$ cat config.mk
export PLATFORM = sky130hd
export DESIGN_NAME = seq_alu
export DESIGN_NICKNAME = d
export VERILOG_FILES = /design/src/rtl/seq_alu.sv
export SDC_FILE = /design/constraint.sdc
export NUM_CORES = 1
export LEC_CHECK = 0
export BUFFER_PORTS_ARGS = -buffer_cell sky130_fd_sc_hd__buf_2
export CAP_MARGIN = 20
export CORE_AREA = 5 5 90 92
export DETAILED_ROUTE_END_ITERATION = 7
export DIE_AREA = 0 0 95 97
export PLACE_DENSITY = 0.78
export SLEW_MARGIN = 25
export SYNTH_ARGS = -nofsm -noshare
export SYNTH_HDL_FRONTEND = slang
export SYNTH_SLANG_ARGS = --single-unit
$ cat constraint.sdc
create_clock -name clk -period 7.25 [get_ports clk]
set_clock_uncertainty 0.05 [all_clocks]
set_input_delay 0.725 -clock clk [delete_from_list [all_inputs] [get_ports clk]]
set_output_delay 0.725 -clock clk [all_outputs]
set_load 0.02 [all_outputs]
$ cat src/rtl/seq_alu.sv
// Registered ALU with start/done handshake and a multi-cycle left shift.
// Define SEQ_ALU_SAT_EN to saturate ADD/SUB/ABS on signed overflow instead of wrapping.
module seq_alu #(
  parameter int WIDTH = 12,
  parameter int SHW   = $clog2(WIDTH)
) (
  input  logic             clk,
  input  logic             rst,
  input  logic             start,
  input  logic [2:0]       op,
  input  logic [WIDTH-1:0] a,
  input  logic [WIDTH-1:0] b,
  output logic [WIDTH-1:0] z,
  output logic             carry_out,
  output logic             sign,
  output logic             ov,
  output logic             zero,
  output logic             busy,
  output logic             done
);

  localparam int M  = WIDTH - 1;
  localparam int CW = $clog2(WIDTH + 1);

  localparam logic [2:0] OP_ABS = 3'd0;
  localparam logic [2:0] OP_SHL = 3'd1;
  localparam logic [2:0] OP_AND = 3'd2;
  localparam logic [2:0] OP_OR  = 3'd3;
  localparam logic [2:0] OP_XOR = 3'd4;
  localparam logic [2:0] OP_NOT = 3'd5;
  localparam logic [2:0] OP_ADD = 3'd6;
  localparam logic [2:0] OP_SUB = 3'd7;

  localparam logic [WIDTH-1:0] MIN_V = {1'b1, {(WIDTH-1){1'b0}}};
  localparam logic [WIDTH-1:0] MAX_V = {1'b0, {(WIDTH-1){1'b1}}};

`ifdef SEQ_ALU_SAT_EN
  localparam bit SAT = 1'b1;
`else
  localparam bit SAT = 1'b0;
`endif

  typedef enum logic [0:0] {IDLE, SHIFT} state_t;

  state_t state, state_nxt;

  // Clamp value for an overflowing signed result; neg selects the negative rail.
  function automatic logic [WIDTH-1:0] sat_val(input logic neg);
    return neg ? MIN_V : MAX_V;
  endfunction

  logic                    accept;
  logic                    shift_start;
  logic                    last_step;
  logic [CW-1:0]           n_p0;
  logic [CW-1:0]           cnt;
  logic [WIDTH:0]          sum_p0;
  logic [WIDTH-1:0]        res_p0;
  logic                    c_p0;
  logic                    v_p0;
  logic [WIDTH-1:0]        sh_p1;
  logic                    sh_ov_p1;
  logic [WIDTH-1:0]        sh_next;
  logic                    step_ov;

  assign accept      = start && (state == IDLE);
  assign shift_start = accept && (op == OP_SHL) && (n_p0 != '0);
  assign last_step   = (state == SHIFT) && (cnt == CW'(1));
  assign sh_next     = {sh_p1[M-1:0], 1'b0};
  assign step_ov     = sh_ov_p1 | (sh_p1[M] ^ sh_p1[M-1]);

  // Shift distance clamps at WIDTH; larger values all shift everything out.
  always_comb begin
    if (int'(a[SHW-1:0]) > WIDTH) n_p0 = CW'(WIDTH);
    else                          n_p0 = CW'(a[SHW-1:0]);
  end

  always_comb begin
    sum_p0 = '0;
    res_p0 = '0;
    c_p0   = 1'b0;
    v_p0   = 1'b0;
    case (op)
      OP_ABS: begin
        v_p0   = (a == MIN_V);
        res_p0 = a[M] ? (~a + 1'b1) : a;
        if (SAT && v_p0) res_p0 = sat_val(1'b0);
      end
      OP_SHL: res_p0 = b;
      OP_AND: res_p0 = a & b;
      OP_OR:  res_p0 = a | b;
      OP_XOR: res_p0 = a ^ b;
      OP_NOT: res_p0 = ~a;
      OP_ADD: begin
        sum_p0 = {1'b0, a} + {1'b0, b};
        res_p0 = sum_p0[M:0];
        c_p0   = sum_p0[WIDTH];
        v_p0   = (a[M] == b[M]) && (sum_p0[M] != a[M]);
        if (SAT && v_p0) res_p0 = sat_val(a[M]);
      end
      OP_SUB: begin
        sum_p0 = {1'b0, a} + {1'b0, ~b} + {{WIDTH{1'b0}}, 1'b1};
        res_p0 = sum_p0[M:0];
        c_p0   = sum_p0[WIDTH];
        v_p0   = (a[M] != b[M]) && (sum_p0[M] != a[M]);
        if (SAT && v_p0) res_p0 = sat_val(a[M]);
      end
      default: res_p0 = '0;
    endcase
  end

  always_ff @(posedge clk) begin
    if (rst) state <= IDLE;
    else     state <= state_nxt;
  end

  always_comb begin
    state_nxt = state;
    case (state)
      IDLE:    if (shift_start) state_nxt = SHIFT;
      SHIFT:   if (cnt == CW'(1)) state_nxt = IDLE;
      default: state_nxt = IDLE;
    endcase
  end

  always_comb begin
    busy = (state == SHIFT);
  end

  // ---- stage p1: shift register, one bit per SHIFT cycle ----
  always_ff @(posedge clk) begin
    if (shift_start) begin
      sh_p1    <= b;
      sh_ov_p1 <= 1'b0;
    end else if (state == SHIFT) begin
      sh_p1    <= sh_next;
      sh_ov_p1 <= step_ov;
    end
  end

  // ---- output stage: result, flags and done pulse ----
  always_ff @(posedge clk) begin
    if (rst) begin
      z         <= '0;
      carry_out <= 1'b0;
      sign      <= 1'b0;
      ov        <= 1'b0;
      zero      <= 1'b1;
      done      <= 1'b0;
      cnt       <= '0;
    end else begin
      done <= 1'b0;
      if (accept && !shift_start) begin
        z         <= res_p0;
        carry_out <= c_p0;
        ov        <= v_p0;
        sign      <= res_p0[M];
        zero      <= (res_p0 == '0);
        done      <= 1'b1;
      end else if (last_step) begin
        z         <= sh_next;
        carry_out <= sh_p1[M];
        ov        <= step_ov;
        sign      <= sh_next[M];
        zero      <= (sh_next == '0);
        done      <= 1'b1;
      end
      if (shift_start)         cnt <= n_p0;
      else if (state == SHIFT) cnt <= cnt - 1'b1;
    end
  end

endmodule

==> results of run 1 <==
[area by class of cell]
type                       instances  share of cell area
sequential                        34              0.1826
tap                               99             0.02825
clock buffer                       6             0.01655
multi-input combinational        431              0.6826
clock inverter                     2            0.001998
inverter                          38             0.03253
timing repair buffer              48             0.05537
[tightest hold or removal path, delay by kind of cell (launching register included)]
| family | cells | cell delay (ps) |
|---|---|---|
| AO/OA/AOI/OAI | 1 | 80 |
| AND/OR/NAND/NOR | 1 | 50 |
| flip-flops | 1 | 310 |
[Yosys cell counts (4+ instances only)]
library cell	instances
sky130_fd_sc_hd__nor3_1	14
sky130_fd_sc_hd__clkbuf_1	25
sky130_fd_sc_hd__dfxtp_1	22
sky130_fd_sc_hd__o21ai_0	32
sky130_fd_sc_hd__o21bai_1	4
sky130_fd_sc_hd__and3_1	13
sky130_fd_sc_hd__nand2b_1	10
sky130_fd_sc_hd__xnor2_1	13
sky130_fd_sc_hd__ha_1	43
sky130_fd_sc_hd__a31oi_1	4
sky130_fd_sc_hd__a2111oi_0	5
sky130_fd_sc_hd__nor3b_1	4
sky130_fd_sc_hd__nor2b_1	12
sky130_fd_sc_hd__o31ai_1	7
sky130_fd_sc_hd__nor2_1	41
sky130_fd_sc_hd__a221oi_1	6
sky130_fd_sc_hd__a21oi_1	26
sky130_fd_sc_hd__o221ai_1	4
sky130_fd_sc_hd__or3_1	9
sky130_fd_sc_hd__inv_1	38
sky130_fd_sc_hd__o211ai_1	6
sky130_fd_sc_hd__nand3_1	13
sky130_fd_sc_hd__buf_2	6
sky130_fd_sc_hd__a21o_1	4
sky130_fd_sc_hd__xor2_1	4
sky130_fd_sc_hd__nor4_1	6
sky130_fd_sc_hd__mux2i_1	5
sky130_fd_sc_hd__nand2_1	58
sky130_fd_sc_hd__a211oi_1	20
sky130_fd_sc_hd__edfxtp_1	12
[logic make-up after synthesis]
| group | after synthesis |
|---|---|
| DFF | 34 |
| muxes | 9 |
| xor gates and xnor gates | 17 |
| and+or+nand+nor | 198 |
| adders and majority gates | 45 |
| AOI/OAI and AO/OA | 162 |
| buffers and inverters | 74 |
[worst max-delay path by stage]
stage	start	endpoint	cells past startpoint	slack [ps]
after floorplan	a[0]	zero$_SDFFE_PP1P_	10	3830
after global placement	a[7]	zero$_SDFFE_PP1P_	11	3380
after detailed placement	a[7]	zero$_SDFFE_PP1P_	11	3240
after CTS	a[7]	zero$_SDFFE_PP1P_	11	3520
after global routing	a[7]	zero$_SDFFE_PP1P_	11	3320
final	a[7]	zero$_SDFFE_PP1P_	11	3440
[power by group]
| group | leakage (nW) | total, mW | switching, mW | internal [mW] |
|---|---|---|---|---|
| Sequential | 0.292 | 0.221 | 0.00853 | 0.213 |
| Combinational | 1.52 | 0.260 | 0.162 | 0.0976 |
| Clock | 0.0426 | 0.129 | 0.0636 | 0.0658 |
[flip-flops by register name (all words and copies together) (netlist names)]
register,flops
sh_p1,12
cnt,4
zero,1
done,1
busy,1
z,12
carry_out,1
ov,1
sh_ov_p1,1
[routing by layer]
metal | part of all wire | global-route usage
met5 | 0 | 0
met4 | 0.040 | 0.1088
met3 | 0.085 | 0.02560
met2 | 0.44 | 0.4018
met1 | 0.43 | 0.3810
[stage by stage]
| stage | instances | cell area (um^2) |
|---|---|---|
| floorplan | 539 | 4085 |
| global placement | 650 | 4298 |
| detailed placement | 650 | 4303 |
| CTS | 658 | 4384 |
| global route | 658 | 4384 |
| finish | 658 | 4384 |
==> impl_metrics.prom, run 1 <==
# TYPE chip_impl_metric gauge
chip_impl_info{name="outcome",value="finished clean"} 1
chip_impl_info{name="synth_ff_type",value="sky130_fd_sc_hd__dfxtp_1"} 1
chip_impl_metric{name="final_worst_hold_slack",unit="ps"} 429.2
chip_impl_metric{name="period_share",unit=""} 0.5249
chip_impl_metric{name="initial_core_util",unit=""} 0.5724
chip_impl_metric{name="synth-compound-area-share",unit=""} 0.2861
chip_impl_metric{name="tritoncts_num_sinks",unit=""} 34
chip_impl_metric{name="cts_buffers",unit=""} 5
chip_impl_metric{name="drive_gt1_frac",unit=""} 0.1270
chip_impl_info{name="crit_path_end_kind",value="flip-flop"} 1
chip_impl_metric{name="critical_path_peak_fanout",unit=""} 11
chip_impl_metric{name="power_per_cell_area",unit="nW/um^2"} 139.2
chip_impl_metric{name="cp_data_arrival_time",unit="ps"} 3980
chip_impl_metric{name="total_negative_slack",unit="ps"} 0
chip_impl_metric{name="die_width",unit="um"} 95
chip_impl_metric{name="synth-async-reset-ratio",unit=""} 0
chip_impl_metric{name="place.detailed.hpwl",unit="um"} 9394
chip_impl_info{name="cpMaxStageDelayCell",value="sky130_fd_sc_hd__a2111oi_0"} 1
chip_impl_metric{name="place_ws",unit="ps"} 3238
chip_impl_info{name="startpoint_type",value="input port"} 1
chip_impl_metric{name="detail_route.drc_violations",unit=""} 0
chip_impl_metric{name="synthesis.area_per_instance",unit="um^2"} 7.579
chip_impl_metric{name="finalWorstSetupSlack",unit="ps"} 3445
chip_impl_metric{name="vdd_drop_max",unit="mV"} 0.05797
chip_impl_metric{name="core.rowCount",unit=""} 31
chip_impl_metric{name="cts-hold-fix-buffers",unit=""} 0
chip_impl_metric{name="timing_max_transition_violations_final",unit=""} 0
chip_impl_metric{name="fillers",unit=""} 698
chip_impl_info{name="holdPathEnd",value="z[10]$_SDFFE_PP0P_"} 1
chip_impl_metric{name="final_hold_violations",unit=""} 0
chip_impl_info{name="leading_cell_types_in_the_layout_fill_and_taps_excluded",value="sky130_fd_sc_hd__nand2_1 (58), sky130_fd_sc_hd__buf_2 (47), sky130_fd_sc_hd__ha_1 (43)"} 1
chip_impl_metric{name="synth_edf_count",unit=""} 12
chip_impl_metric{name="dieArea",unit="um^2"} 9215
chip_impl_info{name="worst-setup-path-type",value="in2reg"} 1
chip_impl_metric{name="timing.reg2reg.setup_slack",unit="ps"} 4820
chip_impl_metric{name="place.gp.congestion",unit=""} 0.9464
chip_impl_info{name="cts_root_buffer",value="sky130_fd_sc_hd__clkbuf_8"} 1
chip_impl_metric{name="worst_r2r_path_depth",unit=""} 8
chip_impl_info{name="hold_start",value="z[10]$_SDFFE_PP0P_"} 1
chip_impl_metric{name="syn_inst",unit=""} 539
chip_impl_metric{name="drt-vias-per-instance",unit=""} 6.432
chip_impl_metric{name="post_cts.repair.setup_buffers",unit=""} 0
chip_impl_metric{name="drv_cap",unit=""} 0
chip_impl_info{name="critical_path.top_delay_family",value="compound AO/OA/AOI/OAI gates"} 1
chip_impl_info{name="crit_chain",value="buf_2 -> inv_1 -> ha_1 -> or3_1 -> a2111oi_0 -> nor3_1 -> a221o_1 -> a221oi_2 -> nand4_1 -> or4_1 -> o21ai_1"} 1
chip_impl_metric{name="clock_path_buffers",unit=""} 2
chip_impl_metric{name="core_region_area",unit="um^2"} 7137
chip_impl_metric{name="synth.mux.area_fraction",unit=""} 0.02603
chip_impl_metric{name="synth-seq-area-share",unit=""} 0.1960
chip_impl_metric{name="path_buf_inv",unit=""} 2
chip_impl_metric{name="post_cts_resized",unit=""} 0
chip_impl_metric{name="final_core_occ",unit=""} 0.6143
chip_impl_metric{name="yosysWarnings",unit=""} 0
chip_impl_metric{name="synth_area",unit="um^2"} 4085
chip_impl_info{name="tritoncts",value="done"} 1
chip_impl_metric{name="ys_ff_latch",unit=""} 34
chip_impl_metric{name="synth_simple_gate_area_share",unit=""} 0.2413
chip_impl_info{name="synth_largest_area_cell",value="sky130_fd_sc_hd__ha_1"} 1
chip_impl_metric{name="grt_first_pass_wirelength",unit="um"} 19680
chip_impl_metric{name="worst_hold_path.num_cells",unit=""} 2
chip_impl_metric{name="total_power",unit="uW"} 610.4
chip_impl_metric{name="antenna_cells",unit=""} 0
chip_impl_info{name="mostFrequentLayoutCell",value="sky130_fd_sc_hd__nand2_1"} 1
chip_impl_metric{name="cts_max_level",unit=""} 2
chip_impl_info{name="timing.rr.start",value="busy$_SDFF_PP0_"} 1
chip_impl_metric{name="critical_path_required",unit="ps"} 7420
chip_impl_metric{name="synth.top_cell.area_share",unit=""} 0.1317
chip_impl_metric{name="port_buffers",unit=""} 47
chip_impl_metric{name="ff_latch_area",unit="um^2"} 800.8
chip_impl_metric{name="dr.pass1.iters",unit=""} 5
chip_impl_metric{name="floorplan.die.height",unit="um"} 97
chip_impl_metric{name="boundaryPins",unit=""} 48
chip_impl_metric{name="synth_cell_types",unit=""} 71
chip_impl_metric{name="multi_input_area",unit="um^2"} 2993
chip_impl_metric{name="clk_pin_slew_worst_paths",unit="ps"} 60
chip_impl_metric{name="timing.max_slew.rel_slack",unit=""} 0.4430
chip_impl_metric{name="grt_pass1_vias",unit=""} 3916
chip_impl_metric{name="area_growth_syn_to_layout",unit="%"} 7.320
chip_impl_metric{name="pin_count_of_the_biggest_net_entering_global_routing",unit=""} 42
chip_impl_metric{name="wl_per_cell",unit="um"} 18.68
chip_impl_metric{name="timing.final.crit_period",unit="ps"} 3805
chip_impl_metric{name="max_freq",unit="MHz"} 262.8
chip_impl_metric{name="count_of_endpoints_failing_setup_in_the_final_report",unit=""} 0
chip_impl_info{name="synth_top_family_by_area",value="compound AO/OA/AOI/OAI gates"} 1
chip_impl_metric{name="grt.total_usage",unit=""} 0.2654
chip_impl_info{name="synth_area_leaders",value="sky130_fd_sc_hd__ha_1 (13%), sky130_fd_sc_hd__dfxtp_1 (11%), sky130_fd_sc_hd__edfxtp_1 (8.8%), sky130_fd_sc_hd__nand2_1 (5.3%), sky130_fd_sc_hd__o21ai_0 (3.9%)"} 1
chip_impl_metric{name="p_leak",unit="nW"} 1.853
chip_impl_metric{name="antenna_found_initial",unit=""} 0
chip_impl_metric{name="totalWireLength",unit="um"} 12290
chip_impl_metric{name="synth_xor_xnor_area_share",unit=""} 0.03645
chip_impl_info{name="r2r_end",value="zero$_SDFFE_PP1P_"} 1
chip_impl_metric{name="clkLatencyLatePin",unit="ps"} 280
chip_impl_info{name="holdCritPathClass",value="reg2reg"} 1
chip_impl_metric{name="synth_fa_ha_area_frac",unit=""} 0.1415
chip_impl_metric{name="nNetsFinal",unit=""} 633
chip_impl_metric{name="cpPeakStageDelay",unit="ps"} 580
chip_impl_metric{name="worstMarginPinSlew",unit="ps"} 814.4
chip_impl_metric{name="syn-num-nets",unit=""} 614
chip_impl_info{name="rsz_0062_raised_after_global_routing",value="false"} 1
chip_impl_metric{name="drtIter0Drc",unit=""} 360
chip_impl_metric{name="drtAntennaViolNets",unit=""} 0
chip_impl_metric{name="vias",unit=""} 4232
chip_impl_metric{name="globalRouteOverflowTotal",unit=""} 0
Power figures use the tool's default switching activity.
==> run 2: changes to the inputs <==
- ABC_AREA: not set -> 1
- PLACE_DENSITY: 0.78 -> 0.79
- clock period: 7.25 -> 3.53 ns (I/O delays scaled with it)
==> run 2 against run 1 <==
Effect of this change: global-route usage increased by 1.5 points; critical endpoint unchanged; area after synthesis increased by 0.83%; critical path depth increased by 4; core utilization increased by 1.2 points; clock-buffer cell count increased by 1; critical path type unchanged; setup slack got worse by 2500 ps; flip-flop and latch count unchanged; wire length increased by 7.5%; sequential power increased by 100%; clock power increased by 130%.
==> impl_metrics.prom, run 2 <==
# TYPE chip_impl_metric gauge
chip_impl_metric{name="final_cell_area",unit="um^2"} 4469
chip_impl_metric{name="grt_pass1_vias",unit=""} 4229
chip_impl_info{name="mostFrequentLayoutCell",value="sky130_fd_sc_hd__nand2_1"} 1
chip_impl_metric{name="core.rowCount",unit=""} 31
chip_impl_info{name="synth_ff_type",value="sky130_fd_sc_hd__dfxtp_1"} 1
chip_impl_metric{name="synth-async-reset-ratio",unit=""} 0
chip_impl_metric{name="total_negative_slack",unit="ps"} 0
chip_impl_info{name="holdCritPathClass",value="in2reg"} 1
chip_impl_metric{name="drive_gt1_frac",unit=""} 0.09315
chip_impl_metric{name="vdd_drop_max",unit="mV"} 0.1309
chip_impl_info{name="tritoncts",value="done"} 1
chip_impl_metric{name="post_cts_resized",unit=""} 0
chip_impl_metric{name="dr.pass1.iters",unit=""} 8
chip_impl_metric{name="synth.mux.area_fraction",unit=""} 0
chip_impl_info{name="cpMaxStageDelayCell",value="sky130_fd_sc_hd__ha_1"} 1
chip_impl_metric{name="synth-compound-area-share",unit=""} 0.1343
chip_impl_metric{name="fillers",unit=""} 749
chip_impl_info{name="outcome",value="finished clean"} 1
chip_impl_metric{name="max_freq",unit="MHz"} 387.4
chip_impl_metric{name="drtIter0Drc",unit=""} 514
chip_impl_metric{name="dp_cells",unit=""} 821
chip_impl_metric{name="period_share",unit=""} 0.7313
chip_impl_info{name="layout_top_registers",value="sh_p1 (12), z (12), cnt (4)"} 1
chip_impl_info{name="leading_cell_types_in_the_layout_fill_and_taps_excluded",value="sky130_fd_sc_hd__nand2_1 (210), sky130_fd_sc_hd__inv_1 (94), sky130_fd_sc_hd__nor2_1 (81)"} 1
chip_impl_metric{name="syn-num-nets",unit=""} 770
chip_impl_metric{name="ys_ff_latch",unit=""} 34
chip_impl_info{name="synthMostInstantiatedCell",value="sky130_fd_sc_hd__nand2_1"} 1
chip_impl_metric{name="clock_power_share",unit=""} 0.233
chip_impl_metric{name="cp_data_arrival_time",unit="ps"} 2760
chip_impl_metric{name="vias",unit=""} 4690
chip_impl_metric{name="boundaryPins",unit=""} 48
chip_impl_metric{name="drtAntennaViolNets",unit=""} 0
chip_impl_metric{name="initial_core_util",unit=""} 0.5771
chip_impl_metric{name="wl_per_cell",unit="um"} 15.93
chip_impl_metric{name="timing.max_slew.rel_slack",unit=""} 0.4481
chip_impl_metric{name="synth_simple_gate_area_share",unit=""} 0.4058
chip_impl_metric{name="synth.top_cell.area_share",unit=""} 0.1914
chip_impl_metric{name="yosysWarnings",unit=""} 0
chip_impl_metric{name="syn_inst",unit=""} 695
chip_impl_info{name="synth_top_family_by_area",value="simple AND/OR/NAND/NOR gates"} 1
chip_impl_metric{name="area_growth_syn_to_layout",unit="%"} 8.506
chip_impl_metric{name="multi_input_area",unit="um^2"} 2846
chip_impl_metric{name="drt-vias-per-instance",unit=""} 5.657
chip_impl_metric{name="timing.final.crit_period",unit="ps"} 2582
chip_impl_metric{name="place_area",unit="um^2"} 4378
chip_impl_metric{name="synth-seq-area-share",unit=""} 0.1944
chip_impl_metric{name="die_width",unit="um"} 95
chip_impl_metric{name="clock_path_buffers",unit=""} 2
chip_impl_metric{name="path_buf_inv",unit=""} 3
chip_impl_metric{name="place.detailed.hpwl",unit="um"} 10630
chip_impl_info{name="synth_commonest_cells",value="sky130_fd_sc_hd__nand2_1 (210), sky130_fd_sc_hd__inv_1 (94), sky130_fd_sc_hd__nor2_1 (81)"} 1
chip_impl_metric{name="grt_first_pass_wirelength",unit="um"} 20450
chip_impl_metric{name="synth_fa_ha_area_frac",unit=""} 0.1403
chip_impl_metric{name="total_switching_power",unit="uW"} 499.5
chip_impl_metric{name="antenna_cells",unit=""} 0
chip_impl_metric{name="timing_max_transition_violations_final",unit=""} 0
chip_impl_metric{name="dieArea",unit="um^2"} 9215
chip_impl_metric{name="netSwitchingFraction",unit=""} 0.4003
chip_impl_metric{name="tritoncts_num_sinks",unit=""} 34
chip_impl_metric{name="place.gp.congestion",unit=""} 0.9663
chip_impl_metric{name="p_leak",unit="nW"} 2.358
chip_impl_metric{name="share_comb_of_total_power",unit=""} 0.406
chip_impl_info{name="startpoint_type",value="input port"} 1
chip_impl_metric{name="synth_xor_xnor_area_share",unit=""} 0.01063
chip_impl_metric{name="worstMarginPinSlew",unit="ps"} 827.0
chip_impl_metric{name="antenna_found_initial",unit=""} 0
chip_impl_metric{name="synthesis.area_per_instance",unit="um^2"} 5.927
chip_impl_metric{name="drv_cap",unit=""} 0
chip_impl_info{name="critical-path-top-cell-by-count",value="sky130_fd_sc_hd__nand2_1"} 1
chip_impl_metric{name="cts_buffers",unit=""} 5
chip_impl_metric{name="port_buffers",unit=""} 47
chip_impl_metric{name="power_frac_seq",unit=""} 0.361
chip_impl_metric{name="globalRouteOverflowTotal",unit=""} 0
chip_impl_info{name="critical_path.top_delay_family",value="simple AND/OR/NAND/NOR gates"} 1
chip_impl_metric{name="internal-power",unit="uW"} 748.2
chip_impl_metric{name="synth_area",unit="um^2"} 4119
chip_impl_metric{name="final_hold_violations",unit=""} 0
chip_impl_metric{name="post_cts.repair.setup_buffers",unit=""} 0
chip_impl_info{name="cts_root_buffer",value="sky130_fd_sc_hd__clkbuf_8"} 1
chip_impl_metric{name="clkLatencyLatePin",unit="ps"} 280
chip_impl_info{name="crit_chain",value="buf_2 -> inv_1 -> ha_1 -> inv_1 -> a21oi_1 -> nand2_1 -> nand2_1 -> a21boi_0 -> o21ai_0 -> nand3_1 -> nor2_1 -> nand4_1 -> nand2_1 -> nand2_1 -> nand2_1"} 1
chip_impl_metric{name="count_of_endpoints_failing_setup_in_the_final_report",unit=""} 0
chip_impl_metric{name="critical_path_peak_fanout",unit=""} 12
chip_impl_metric{name="pin_count_of_the_biggest_net_entering_global_routing",unit=""} 29
chip_impl_metric{name="cts_max_level",unit=""} 2
chip_impl_metric{name="power_per_cell_area",unit="nW/um^2"} 279.2
chip_impl_info{name="rsz_0062_raised_after_global_routing",value="false"} 1
chip_impl_info{name="crit_path_end_kind",value="flip-flop"} 1
chip_impl_metric{name="clk_pin_slew_worst_paths",unit="ps"} 60
chip_impl_metric{name="totalWireLength",unit="um"} 13210
chip_impl_metric{name="cpPeakStageDelay",unit="ps"} 530
chip_impl_info{name="worst-setup-path-type",value="in2reg"} 1
chip_impl_metric{name="nNetsFinal",unit=""} 804
chip_impl_metric{name="synth_edf_count",unit=""} 12
chip_impl_info{name="synth_largest_area_cell",value="sky130_fd_sc_hd__nand2_1"} 1
chip_impl_metric{name="ff_latch_area",unit="um^2"} 800.8
chip_impl_metric{name="critical_path_required",unit="ps"} 3710
chip_impl_metric{name="layout.cells.non_filler",unit=""} 829
chip_impl_metric{name="detail_route.drc_violations",unit=""} 0
chip_impl_metric{name="synth_cell_types",unit=""} 37
chip_impl_metric{name="floorplan.die.height",unit="um"} 97
chip_impl_metric{name="cts-hold-fix-buffers",unit=""} 0
chip_impl_metric{name="grt.total_usage",unit=""} 0.2800
chip_impl_info{name="synth_area_leaders",value="sky130_fd_sc_hd__nand2_1 (19%), sky130_fd_sc_hd__ha_1 (13%), sky130_fd_sc_hd__dfxtp_1 (11%), sky130_fd_sc_hd__edfxtp_1 (8.7%), sky130_fd_sc_hd__inv_1 (8.6%)"} 1
chip_impl_metric{name="core_region_area",unit="um^2"} 7137
## run 2: cell types whose count changed after synthesis, sizes merged, moves of 7 or more
cell | before | now
o31ai | 7 | 0
nand4 | 2 | 18
a211oi | 20 | 1
nand2b | 10 | 0
nor3 | 14 | 7
nor2 | 41 | 85
or3 | 9 | 0
nor2b | 12 | 0
nand3 | 13 | 71
inv | 38 | 97
nand2 | 58 | 212
and3 | 13 | 0
clkbuf | 25 | 6
xnor2 | 13 | 1
## run 2: logic make-up after synthesis
family          count (synthesis)
compound gates                 97
flops                          34
fa+ha+maj                      45
buf+inv                       118
simple gates                  396
xor+xnor                        5
## run 2: power groups by stage
stage	Combinational (mW)	Sequential (mW)	Clock (mW)
after global placement	0.487	0.458	0
final	0.507	0.450	0.291
after floorplan	0.327	0.476	0
after global routing	0.560	0.452	0.308
after detailed placement	0.492	0.458	0
after CTS	0.494	0.450	0.296
## run 2: area by class of cell
class | count | area share
sequential | 34 | 0.1792
clock inverter | 1 | 0.001120
multi-input combinational | 543 | 0.6369
tap | 99 | 0.02772
clock buffer | 7 | 0.01932
timing repair buffer | 48 | 0.05431
inverter | 97 | 0.08147
## run 2: routing by layer
| metal | vias up | share of wire | global-route usage |
|---|---|---|---|
| li1 | 2321 | - | - |
| met1 | 2102 | 0.42 | 0.3637 |
| met2 | 233 | 0.46 | 0.4577 |
| met3 | 34 | 0.089 | 0.04888 |
| met4 | 0 | 0.025 | 0.1032 |
| met5 | - | 0 | 0 |
## run 2: through the flow
| stage | power [mW] | setup slack, ps | hold slack [ps] | utilization |
|---|---|---|---|---|
| after CTS | 1.240 | 1026 | 353.8 | 0.6262 |
| after global routing | 1.320 | 640.4 | 365.5 | 0.6262 |
| after global placement | 0.9444 | 735.0 | 397.7 | 0.6134 |
| after floorplan | 0.8028 | 1355 | 381.0 | - |
| final | 1.248 | 948.5 | 362.9 | 0.6262 |
| after detailed placement | 0.9501 | 728.7 | 401.7 | 0.6134 |
## run 2: worst paths after layout
check | start | to | slack, ps | depth (start not counted)
max | a[2] | zero$_SDFFE_PP1P_ | 950 | 15
min | rst | cnt[3]$_SDFFE_PP0P_ | 360 | 2
max reg2reg | busy$_SDFF_PP0_ | z[9]$_SDFFE_PP0P_ | 1250 | 8
min reg2reg | z[1]$_SDFFE_PP0P_ | z[1]$_SDFFE_PP0P_ | 420 | 2
==> run 3: changes to the inputs <==
- CORE_AREA: 5 5 90 92 -> 5 5 94 96
- DIE_AREA: 0 0 95 97 -> 0 0 99 101
- PLACE_DENSITY: 0.79 -> 0.76
- clock period: 3.53 -> 2.2 ns (I/O delays scaled with it)
==> run 3 against run 2 <==
Effect of this change: flip-flop and latch count is the same; core utilization grew 3.5 points; sequential power grew 60%; die area grew 8.5%; critical path depth grew 3; combinational power grew 100%; global-route usage grew 1.7 points; total power grew 79%; sequential share of layout area shrank 2.7 points; clock-buffer cell count is the same; critical path type unchanged; highest routed layer unchanged.
==> impl_metrics.prom, run 3 (synthesized netlist as in run 2, its figures left out) <==
# TYPE chip_impl_metric gauge
chip_impl_info{name="outcome",value="finished clean"} 1
chip_impl_metric{name="grt_pass1_vias",unit=""} 4832
chip_impl_metric{name="total_power",unit="mW"} 2.227
chip_impl_metric{name="place.gp.congestion",unit=""} 1.027
chip_impl_info{name="leading_cell_types_in_the_layout_fill_and_taps_excluded",value="sky130_fd_sc_hd__nand2_1 (209), sky130_fd_sc_hd__buf_4 (103), sky130_fd_sc_hd__inv_1 (93)"} 1
chip_impl_metric{name="core_region_area",unit="um^2"} 7969
chip_impl_metric{name="drtAntennaViolNets",unit=""} 0
chip_impl_metric{name="drtIter0Drc",unit=""} 369
chip_impl_info{name="r2r_end",value="z[9]$_SDFFE_PP0P_"} 1
chip_impl_info{name="timing.rr.start",value="busy$_SDFF_PP0_"} 1
chip_impl_metric{name="total_switching_power",unit="uW"} 867.5
chip_impl_metric{name="globalRouteOverflowTotal",unit=""} 0
chip_impl_metric{name="cts_max_level",unit=""} 2
chip_impl_metric{name="totalWireLength",unit="um"} 14720
chip_impl_metric{name="worstMarginPinSlew",unit="ps"} 576.1
chip_impl_metric{name="max_freq",unit="MHz"} 490.2
chip_impl_metric{name="antenna_cells",unit=""} 0
chip_impl_metric{name="total_negative_slack",unit="ps"} 0
chip_impl_metric{name="finalWorstSetupSlack",unit="ps"} 160.0
chip_impl_info{name="holdCritPathClass",value="in2reg"} 1
chip_impl_metric{name="place.detailed.hpwl",unit="um"} 12020
chip_impl_metric{name="grt_first_pass_wirelength",unit="um"} 23780
chip_impl_metric{name="power_frac_seq",unit=""} 0.324
chip_impl_metric{name="timing_max_transition_violations_final",unit=""} 0
chip_impl_metric{name="timing.max_slew.rel_slack",unit=""} 0.6156
chip_impl_metric{name="power_per_cell_area",unit="nW/um^2"} 422.7
chip_impl_metric{name="final_worst_hold_slack",unit="ps"} 234.5
chip_impl_metric{name="initial_core_util",unit=""} 0.5169
chip_impl_metric{name="wl_per_cell",unit="um"} 15.70
chip_impl_metric{name="vdd_drop_max",unit="mV"} 0.1906
chip_impl_info{name="worst-setup-path-type",value="in2reg"} 1
chip_impl_metric{name="drv_cap",unit=""} 0
chip_impl_info{name="cts_root_buffer",value="sky130_fd_sc_hd__clkbuf_8"} 1
chip_impl_metric{name="detail_route.drc_violations",unit=""} 0
chip_impl_metric{name="place_ws",unit="ps"} -177.5
chip_impl_metric{name="core.rowCount",unit=""} 33
chip_impl_info{name="critPathLaunch",value="a[0]"} 1
chip_impl_metric{name="clock_path_buffers",unit=""} 2
chip_impl_metric{name="floorplan.die.height",unit="um"} 101
chip_impl_metric{name="dr.pass1.iters",unit=""} 5
chip_impl_info{name="tritoncts",value="done"} 1
chip_impl_metric{name="p_leak",unit="nW"} 2.852
chip_impl_metric{name="critical_path_peak_fanout",unit=""} 4
chip_impl_metric{name="clock_power_share",unit=""} 0.214
chip_impl_metric{name="critical_path_required",unit="ps"} 2390
chip_impl_metric{name="timing.final.crit_period",unit="ps"} 2040
chip_impl_info{name="hold_start",value="rst"} 1
chip_impl_metric{name="drive_gt1_frac",unit=""} 0.2139
chip_impl_metric{name="vias",unit=""} 5154
chip_impl_metric{name="drt-vias-per-instance",unit=""} 5.501
chip_impl_metric{name="antenna_found_initial",unit=""} 0
chip_impl_metric{name="share_comb_of_total_power",unit=""} 0.462
chip_impl_info{name="crit_path_end_kind",value="flip-flop"} 1
chip_impl_info{name="mostFrequentLayoutCell",value="sky130_fd_sc_hd__nand2_1"} 1
chip_impl_info{name="crit_end",value="zero$_SDFFE_PP1P_"} 1
chip_impl_metric{name="final_core_occ",unit=""} 0.6612
chip_impl_info{name="layout_top_registers",value="sh_p1 (12), z (12), cnt (4)"} 1
chip_impl_metric{name="pin_count_of_the_biggest_net_entering_global_routing",unit=""} 29
chip_impl_metric{name="final_hold_violations",unit=""} 0
chip_impl_metric{name="tritoncts_num_sinks",unit=""} 34
chip_impl_metric{name="area_growth_syn_to_layout",unit="%"} 27.92
chip_impl_metric{name="die_width",unit="um"} 99
chip_impl_metric{name="nNetsFinal",unit=""} 906
chip_impl_metric{name="port_buffers",unit=""} 47
chip_impl_metric{name="worst_r2r_path_depth",unit=""} 8
chip_impl_metric{name="grt.total_usage",unit=""} 0.2966
chip_impl_metric{name="cp_data_arrival_time",unit="ps"} 2230
chip_impl_metric{name="timing.reg2reg.setup_slack",unit="ps"} 160
chip_impl_info{name="startpoint_type",value="input port"} 1
chip_impl_metric{name="clk_pin_slew_worst_paths",unit="ps"} 70
chip_impl_metric{name="netSwitchingFraction",unit=""} 0.3895
chip_impl_metric{name="cts_buffers",unit=""} 5
chip_impl_metric{name="internal-power",unit="mW"} 1.360
chip_impl_metric{name="period_share",unit=""} 0.9273
chip_impl_metric{name="boundaryPins",unit=""} 48
chip_impl_metric{name="dieArea",unit="um^2"} 9999
chip_impl_metric{name="clkLatencyLatePin",unit="ps"} 290
chip_impl_metric{name="cts-hold-fix-buffers",unit=""} 0
chip_impl_metric{name="count_of_endpoints_failing_setup_in_the_final_report",unit=""} 0
chip_impl_info{name="rsz_0062_raised_after_global_routing",value="false"} 1
[run 3: worst min path at each step]
stage                                to  slack [ps]  depth (start not counted)
finish              cnt[1]$_SDFFE_PP0P_         230                          2
global route        cnt[1]$_SDFFE_PP0P_         240                          2
CTS                 cnt[1]$_SDFFE_PP0P_         230                          2
detailed placement    z[7]$_SDFFE_PP0P_         400                          2
global placement      z[0]$_SDFFE_PP0P_         400                          2
floorplan             z[2]$_SDFFE_PP0P_         250                          1
[run 3: layer usage]
metal / track usage / vias to the layer above / wire length (um)
met2: 0.4948 / 242 / 6759
met4: 0.1313 / 0 / 574
met5: 0 / - / 0
li1: - / 2532 / -
met3: 0.02699 / 45 / 1170
met1: 0.3897 / 2335 / 6210
[run 3: power groups by stage]
stage               logic (mW)  registers, mW  clock network [mW]
finish                    1.03          0.722               0.476
floorplan                0.524          0.764                   0
global route              1.14          0.726               0.500
CTS                      0.997          0.722               0.477
global placement         0.976          0.733                   0
detailed placement       0.990          0.735                   0
[run 3: critical path, cell delays in order]
cell	delay, ps
sky130_fd_sc_hd__buf_2	120
sky130_fd_sc_hd__inv_1	90
sky130_fd_sc_hd__ha_1	180
sky130_fd_sc_hd__inv_1	70
sky130_fd_sc_hd__fa_2	350
sky130_fd_sc_hd__nand2_1	100
sky130_fd_sc_hd__nand2_1	100
sky130_fd_sc_hd__nand3_1	100
sky130_fd_sc_hd__nand3_1	80
sky130_fd_sc_hd__nand2_1	80
sky130_fd_sc_hd__nand4_1	130
sky130_fd_sc_hd__nor2_1	130
sky130_fd_sc_hd__nand3_1	90
sky130_fd_sc_hd__nor2_2	140
sky130_fd_sc_hd__nand4_1	90
sky130_fd_sc_hd__nand2_1	70
sky130_fd_sc_hd__nand2_1	50
sky130_fd_sc_hd__nand2_1	50
[run 3: repair_timing]
action                     in CTS  in global routing
setup buffers                   0                  1
resized for setup               0                  9
setup endpoints to repair       0                  2
[run 3: final cells by class]
type	count	area, um^2
clock buffers	7	86.33
clock inverters	1	5.005
flip-flops and latches	34	800.8
fillers	767	2700
well taps	105	131.4
inverters	97	364.1
multi-input cells	543	2873
repair buffers	150	1008
[run 3: metrics by stage]
stage / std cells / area [um^2]
2_1_floorplan: 695 / 4119
3_3_place_gp: 928 / 5144
3_5_place_dp: 928 / 5144
4_1_cts: 936 / 5235
5_1_grt: 937 / 5269
6_report: 937 / 5269
